**config.mk**
```make
export PLATFORM = sky130hd
export DESIGN_NAME = ps2_key_decoder
export DESIGN_NICKNAME = d
export VERILOG_FILES = /design/src/rtl/ps2_key_decoder.sv
export SDC_FILE = /design/constraint.sdc
export NUM_CORES = 1
export LEC_CHECK = 0
export ABC_AREA = 1
export CORE_MARGIN = 2
export CORE_UTILIZATION = 25
export CTS_CLUSTER_DIAMETER = 40
export CTS_CLUSTER_SIZE = 20
export DETAILED_ROUTE_END_ITERATION = 8
export SYNTH_ARGS = -nofsm -noshare
export SYNTH_HDL_FRONTEND = slang
export SYNTH_SLANG_ARGS = --single-unit
```
**constraint.sdc**
```tcl
create_clock -name clk_sys -period 3.5 [get_ports clk_sys]
set_clock_uncertainty 0.15 [all_clocks]
set_input_delay 0.7 -clock clk_sys [delete_from_list [all_inputs] [get_ports clk_sys]]
set_output_delay 0.7 -clock clk_sys [all_outputs]
set_load 0.01 [all_outputs]
```
**src/rtl/ps2_key_decoder.sv**
```systemverilog
// PS/2 keyboard receiver: synchronises and filters the raw pins, frames bytes and turns
// E0/F0/E1 prefix sequences into toggle-style ps2_key events. Define PS2_PARITY_CHECK_EN to reject bad-parity frames.
module ps2_key_decoder #(
   parameter int FILTER_LEN = 8,
   parameter int TIMEOUT    = 40000
) (
   input  logic        clk_sys,
   input  logic        reset,
   input  logic        ps2_clk_in,
   input  logic        ps2_data_in,
   output logic [10:0] ps2_key,
   output logic        frame_err,
   output logic        busy
);

   localparam int FW = (FILTER_LEN > 1) ? $clog2(FILTER_LEN) : 1;
   localparam int TW = (TIMEOUT > 2) ? $clog2(TIMEOUT) : 1;
   localparam logic [FW-1:0] FILT_LAST = FW'(FILTER_LEN - 1);
   // The cycle carrying fall counts as the first idle cycle, so the error lands exactly TIMEOUT cycles after it.
   localparam logic [TW-1:0] TMO_LAST  = TW'(TIMEOUT - 2);

   typedef enum logic [1:0] {
      S_IDLE,
      S_DATA,
      S_PARITY,
      S_STOP
   } bit_state_t;

   logic [1:0]    clk_sync;
   logic [1:0]    data_sync;
   logic          clk_s;
   logic          data_s;
   logic          filt_clk;
   logic [FW-1:0] filt_cnt;
   logic          fall;

   bit_state_t    state, state_n;
   logic [2:0]    bit_cnt, bit_cnt_n;
   logic [7:0]    shift_q, shift_n;
   logic          par_q, par_n;
   logic [TW-1:0] tmo_cnt, tmo_n;
   logic          frame_ok;
   logic          byte_valid;
   logic          frame_bad;

   logic          ext;
   logic          rel;
   logic [2:0]    swallow;

   // NOTE: the synchronisers and filtered clock reset to the idle bus level (high) so
   // leaving reset never looks like a falling edge.
   always_ff @(posedge clk_sys or posedge reset) begin
      if (reset) begin
         clk_sync  <= 2'b11;
         data_sync <= 2'b11;
      end else begin
         clk_sync  <= {clk_sync[0], ps2_clk_in};
         data_sync <= {data_sync[0], ps2_data_in};
      end
   end

   assign clk_s  = clk_sync[1];
   assign data_s = data_sync[1];

   // NOTE: every sequential block uses non-blocking assignments so all registers
   // update from the same pre-edge values.
   always_ff @(posedge clk_sys or posedge reset) begin
      if (reset) begin
         filt_clk <= 1'b1;
         filt_cnt <= '0;
         fall     <= 1'b0;
      end else if (clk_s == filt_clk) begin
         filt_cnt <= '0;
         fall     <= 1'b0;
      end else if (filt_cnt == FILT_LAST) begin
         filt_clk <= clk_s;
         filt_cnt <= '0;
         fall     <= ~clk_s;
      end else begin
         filt_cnt <= filt_cnt + 1'b1;
         fall     <= 1'b0;
      end
   end

`ifdef PS2_PARITY_CHECK_EN
   assign frame_ok = data_s & (^{shift_q, par_q});
`else
   logic unused_parity;
   assign frame_ok      = data_s;
   assign unused_parity = par_q;
`endif

   // NOTE: every variable gets a default at the top of the block, so no path
   // through the case statement can infer a latch.
   always_comb begin
      state_n    = state;
      bit_cnt_n  = bit_cnt;
      shift_n    = shift_q;
      par_n      = par_q;
      tmo_n      = tmo_cnt;
      byte_valid = 1'b0;
      frame_bad  = 1'b0;

      case (state)
         S_IDLE: begin
            if (fall && !data_s) begin
               state_n   = S_DATA;
               bit_cnt_n = '0;
            end
         end
         S_DATA: begin
            if (fall) begin
               shift_n[bit_cnt] = data_s;
               if (bit_cnt == 3'd7) state_n = S_PARITY;
               else                 bit_cnt_n = bit_cnt + 1'b1;
            end
         end
         S_PARITY: begin
            if (fall) begin
               par_n   = data_s;
               state_n = S_STOP;
            end
         end
         S_STOP: begin
            if (fall) begin
               state_n = S_IDLE;
               if (frame_ok) byte_valid = 1'b1;
               else          frame_bad  = 1'b1;
            end
         end
         default: state_n = S_IDLE;
      endcase

      // A fall in the same cycle always beats the timeout.
      if (state == S_IDLE || fall) begin
         tmo_n = '0;
      end else if (tmo_cnt == TMO_LAST) begin
         tmo_n     = '0;
         state_n   = S_IDLE;
         frame_bad = 1'b1;
      end else begin
         tmo_n = tmo_cnt + 1'b1;
      end
   end

   always_ff @(posedge clk_sys or posedge reset) begin
      if (reset) begin
         state   <= S_IDLE;
         bit_cnt <= '0;
         shift_q <= '0;
         par_q   <= 1'b0;
         tmo_cnt <= '0;
      end else begin
         state   <= state_n;
         bit_cnt <= bit_cnt_n;
         shift_q <= shift_n;
         par_q   <= par_n;
         tmo_cnt <= tmo_n;
      end
   end

   assign busy = (state != S_IDLE);

   // Byte decoder: acts on the stop-bit edge, using the complete byte already in shift_q.
   always_ff @(posedge clk_sys or posedge reset) begin
      if (reset) begin
         ps2_key   <= '0;
         frame_err <= 1'b0;
         ext       <= 1'b0;
         rel       <= 1'b0;
         swallow   <= '0;
      end else begin
         frame_err <= frame_bad;
         if (frame_bad) begin
            ext     <= 1'b0;
            rel     <= 1'b0;
            swallow <= '0;
         end else if (byte_valid) begin
            if (swallow != 3'd0) begin
               swallow <= swallow - 1'b1;
               ext     <= 1'b0;
               rel     <= 1'b0;
            end else begin
               case (shift_q)
                  8'hE0: ext <= 1'b1;
                  8'hF0: rel <= 1'b1;
                  8'hE1: begin
                     swallow <= 3'd7;
                     ext     <= 1'b0;
                     rel     <= 1'b0;
                  end
                  8'hAA, 8'hFA, 8'hFE, 8'hEE, 8'h00, 8'hFF: begin
                     ext <= 1'b0;
                     rel <= 1'b0;
                  end
                  default: begin
                     ps2_key <= {~ps2_key[10], ~rel, ext, shift_q};
                     ext     <= 1'b0;
                     rel     <= 1'b0;
                  end
               endcase
            end
         end
      end
   end

endmodule

```
Yosys cells after proc, flatten, opt, wreduce, memory -nomap -nowiden

Index checks and enable logic that the tools add are counted.

Magnitude comparators: 2
Bitwise operators: 7
Eq/ne operators: 20
Reductions and logical operators: 19
Multiplexer cells: 41
Add/subtract/negate cells: 4

Operators by type and width:

| cell                                                                          | number |
|---|---|
| 8-bit equality test (second input constant)                                   | 8 |
| 16-bit 2-to-1 mux                                                             | 2 |
| 3-bit 2-to-1 mux                                                              | 9 |
| 1-bit 2-to-1 mux                                                              | 17 |
| 16-bit by 1-bit adder with 16-bit output (second input constant)              | 1 |
| 16-bit equality test (second input constant)                                  | 1 |
| 2-bit 2-to-1 mux                                                              | 7 |
| 2-bit AND reduction                                                           | 5 |
| 9-bit OR reduction                                                            | 1 |
| 8-bit bitwise mux                                                             | 1 |
| 8-bit logical NOT                                                             | 1 |
| 2-bit one-hot mux with 4 select lines                                         | 1 |
| 4-bit AND reduction                                                           | 2 |
| 1-bit inverter                                                                | 7 |
| 3-bit by 1-bit adder with 3-bit output (second input constant)                | 2 |
| 3-bit equality test (second input constant)                                   | 2 |
| 2-bit inequality test (second input constant)                                 | 3 |
| 3-bit inequality test (second input constant)                                 | 2 |
| 3-bit one-hot mux with 2 select lines                                         | 1 |
| 2-bit nonzero test                                                            | 3 |
| 3-bit nonzero test                                                            | 2 |
| 2-bit equality test (second input constant)                                   | 2 |
| 3-bit by 4-bit less-than comparator with 1-bit output (second input constant) | 1 |
| 1-bit one-hot mux with 2 select lines                                         | 2 |
| other kinds (9)                                                               | 10 |

Input port bits: 4
Flip-flop bits (word level): 55
Output and inout port bits: 13

Logic depth before layout (Yosys ltp)

Depth after elaboration: 7
Depth in mapped cells: 13

Worst setup path before layout

No wires, ideal clock.

Kind: register -> register
Start: register tmo_cnt[0]
End: register ps2_key[4]
Library setup time: 0.115 ns
Cell stages (with the launch flop): 13
Arrival time: 1.400 ns
Period minus slack after synthesis: 1.665 ns
Path buffers: 1
Path slack: 1.835 ns
Required time: 3.235 ns
Path through: dfrtp_1 inv_1 ha_1 inv_1 nor2_1 nand2_1 nor2_4 nand3_4 nand3_4 nor2_2 buf_4 nand2_1 nand2_2

Word-level cells in the longest chain between the ends: 5

Ends and longest elaborated chain:

| what                                 | RTL line | source |
|---|---|---|
| start: declaration                   | 41       | `logic [TW-1:0] tmo_cnt, tmo_n;` |
| start signal: assignment             | 158      | `tmo_cnt <= tmo_n;` |
| 16-bit equality test                 | 137      | `end else if (tmo_cnt == TMO_LAST) begin` |
| 1-bit 2-to-1 mux                     | 137      |  |
| 1-bit 2-to-1 mux                     | 135      | `if (state == S_IDLE \|\| fall) begin` |
| 1-bit inverter (no source line)      | n/a      |  |
| 4-bit AND reduction (no source line) | n/a      |  |
| end signal: assignment               | 197      | `ps2_key <= {~ps2_key[10], ~rel, ext, shift_q};` |
| end: declaration                     | 11       | `output logic [10:0] ps2_key,` |

Every way passes these cells.
A chain may end at the register's enable or synchronous reset.

Final worst setup path

Start: register state[0]
End: output busy

Word-level cells in the longest chain between the ends: 1

Ends and longest elaborated chain:

| what                     | RTL line | source |
|---|---|---|
| start: declaration       | 37       | `bit_state_t state, state_n;` |
| start signal: assignment | 154      | `state <= state_n;` |
| 2-bit nonzero test       | 162      | `assign busy = (state != S_IDLE);` |
| end: declaration         | 13       | `output logic busy` |

Every way passes these cells.

==> results.ini <==
[critical_path]
crit_path_start_kind = flop
critical_path_depth = 3
r2r_cells = 8
endpoint_kind = output pin
rrSetupSlack_ps = 1560
crit_path_max_fanout = 6
path_cells = nor2_1 > inv_1 > clkdlybuf4s50_1
worstPathArrival_ps = 1510
r2r_end = ps2_key[7]$_DFFE_PP0P_
critPathBufInv = 2
required_ps = 2650
crit_path_max_incr_delay_ps = 480
cp_top_family = buffers and inverters
setup.worst_path.class = flop to output pin
slowest_stage = clkdlybuf4s50_1
r2r-start = swallow[0]$_DFFE_PP0P_

[drt]
ant_nets = 0
routedWlPerCell_um = 10.2
first_pass_iters = 6
drcViolationCount = 0
initialDrtViolationCount = 133
drt_wl_total_um = 5210
vias = 2174
via_per_inst = 4.26

[run]
maxCapViolCount = 0

[cells_and_area]
synthToLayoutAreaGrowth_pct = 16.6
fin_util = 0.296
antenna_cells = 0
drive_gt1_frac = 0.161
nets = 378
final_cells = 510

[sta]
hold_ws_ps = 206
slew_violations = 0
finalSetupViolCount = 0
rsz0062_at_grt = false
maxSlewHeadroom = 0.554
tightest_slew_ps = 669
fin_crit_sh = 0.675
finalSetupTns_ps = 0
hold_viol = 0
layout_min_cycle_time_ps = 2360
fmax_ghz = 0.423

[power]
vdd.ir_drop.worst_mv = 0.172
p_leak_nw = 1.52
powerDensity_nw_per_um2 = 371

[global_route]
grt_usage = 0.0890
antenna_found_initial = 0
grt_max_degree = 56
grt_first_pass_wirelength_um = 9250
grt_overflow = 0
grt_pass1_vias = 2066

[logic_synthesis]
ys_ff_latch = 55
ys.warnings.count = 0
avgSynthCellArea_um2 = 8.31
ys_seq_area_frac = 0.483
synth_cells = 344
yosysUniqueCellTypes = 28
netlist_area_um2 = 2860
syn_nets = 356

[clock_tree]
clock_sinks = 55
clkLatencyLatePin_ps = 290
root_buffer = clkbuf_16
clkTransAtPathRegs_ps = 70
cts_setup_buffers = 0
clock_path_buffers = 2
cts_inserted_buffers = 5
htreeDepth = 2
cts_resized = 0
cts_tree = built
postCtsHoldBufs = 0

[status]
status = complete, no violations

[placement]
dp.cells = 502
io_buffer_count = 16
place.gp.congestion = 0.821
dp_hpwl_um = 3800

[worst_hold_path]
hp-class = flop to flop
hold-path-endpoint = data_sync[1]$_DFF_PP1_
hold_start = data_sync[0]$_DFF_PP1_
whs_path_depth = 0

[floorplanning]
die_y_um = 111
coreArea_um2 = 11300
ioPinCount = 17
start_util = 0.254
die_area_um2 = 12300
num_rows = 39
die_w_um = 111

==> cell usage in the layout, fill, tap and decap left out, drive strengths merged <==
cell type      Yosys  final
buf                2      1
nor3              10     10
xor2               5      5
clkdlybuf4s50      0     16
nor2              49     49
nand3             27     27
o311ai             1      1
dfstp              5      5
nand4              5      5
o21bai             1      1
dfrtp             50     50
clkinv             2      3
a31oi              9      9
ha                 8      8
a21oi             19     19
nand2             92     92
inv               47     47
xnor2              1      1
o21ai             11     11
clkbuf             0      7
==> synthesized netlist by cell type <==
cell | count | share of area
a21oi_1 | 17 | 0.030
a21oi_2 | 1 | 0.0031
a21oi_4 | 1 | 0.0057
a31oi_1 | 9 | 0.020
buf_4 | 1 | 0.0026
buf_6 | 1 | 0.0039
clkinv_1 | 1 | 0.0013
clkinv_2 | 1 | 0.0017
dfrtp_1 | 50 | 0.44
dfstp_2 | 5 | 0.046
ha_1 | 8 | 0.035
inv_1 | 41 | 0.054
inv_2 | 6 | 0.0079
nand2_1 | 69 | 0.091
nand2_2 | 23 | 0.050
nand3_1 | 21 | 0.037
nand3_2 | 3 | 0.010
nand3_4 | 3 | 0.018
nand4_1 | 5 | 0.011
nor2_1 | 42 | 0.055
nor2_2 | 5 | 0.011
nor2_4 | 2 | 0.0079
nor3_1 | 10 | 0.017
o21ai_0 | 11 | 0.019
o21bai_1 | 1 | 0.0026
o311ai_0 | 1 | 0.0031
xnor2_1 | 1 | 0.0031
xor2_1 | 5 | 0.015
==> per-stage QoR <==
stage / setup slack [ps] / power [mW] / cell area, um2
floorplan: 1320 / 0.727 / 2860
global placement: 1470 / 0.741 / 3190
detailed placement: 1440 / 0.744 / 3190
CTS: 1110 / 1.25 / 3340
global route: 1060 / 1.29 / 3340
finish: 1140 / 1.24 / 3340
==> per-layer routing <==
layer  part of all wire  track usage
met5                  0            0
met4              0.011       0.0200
met3              0.042       0.0268
met1               0.51        0.122
met2               0.44        0.139
==> cells by family after synthesis <==
group	Yosys count	share of synthesized area
flip-flops	55	0.483
adder cells (fa/ha/maj)	8	0.0350
AND/OR/NAND/NOR	183	0.309
AO/OA/AOI/OAI	41	0.0831
buffers and inverters	51	0.0713
XOR/XNOR	6	0.0184
==> report_power, final <==
| part | leakage, nW | internal, mW | total, mW | switching [mW] |
|---|---|---|---|---|
| clock | 0.0739 | 0.284 | 0.507 | 0.223 |
| sequential | 0.749 | 0.661 | 0.672 | 0.0110 |
| combinational | 0.693 | 0.0217 | 0.0572 | 0.0355 |
==> sequential cells by signal, indices dropped and copies added, names as in the netlist <==
signal     flops
state          2
frame_err      1
shift_q        8
tmo_cnt       16
ext            1
clk_sync       2
ps2_key       11
swallow        3
filt_cnt       3
rel            1
fall           1
bit_cnt        3
filt_clk       1
data_sync      2
==> how the worst max path moves through the flow <==
| stage | start | to |
|---|---|---|
| after floorplan | reset | bit_cnt[0]$_DFFE_PP0P_ |
| after global placement | state[1]$_DFF_PP0_ | busy |
| after detailed placement | state[0]$_DFF_PP0_ | busy |
| after CTS | state[0]$_DFF_PP0_ | busy |
| after global routing | state[1]$_DFF_PP0_ | busy |
| final | state[0]$_DFF_PP0_ | busy |
==> layout make-up <==
cell class,instances,area [um2]
Fill cell,1191,7940
Sequential cell,55,1380
Multi-Input combinational cell,238,1270
Inverter,49,185
Tap cell,143,179
Timing Repair Buffer,17,168
Clock buffer,7,143
Clock inverter,1,5.00
Note: power is estimated with default switching activity, not from simulation.
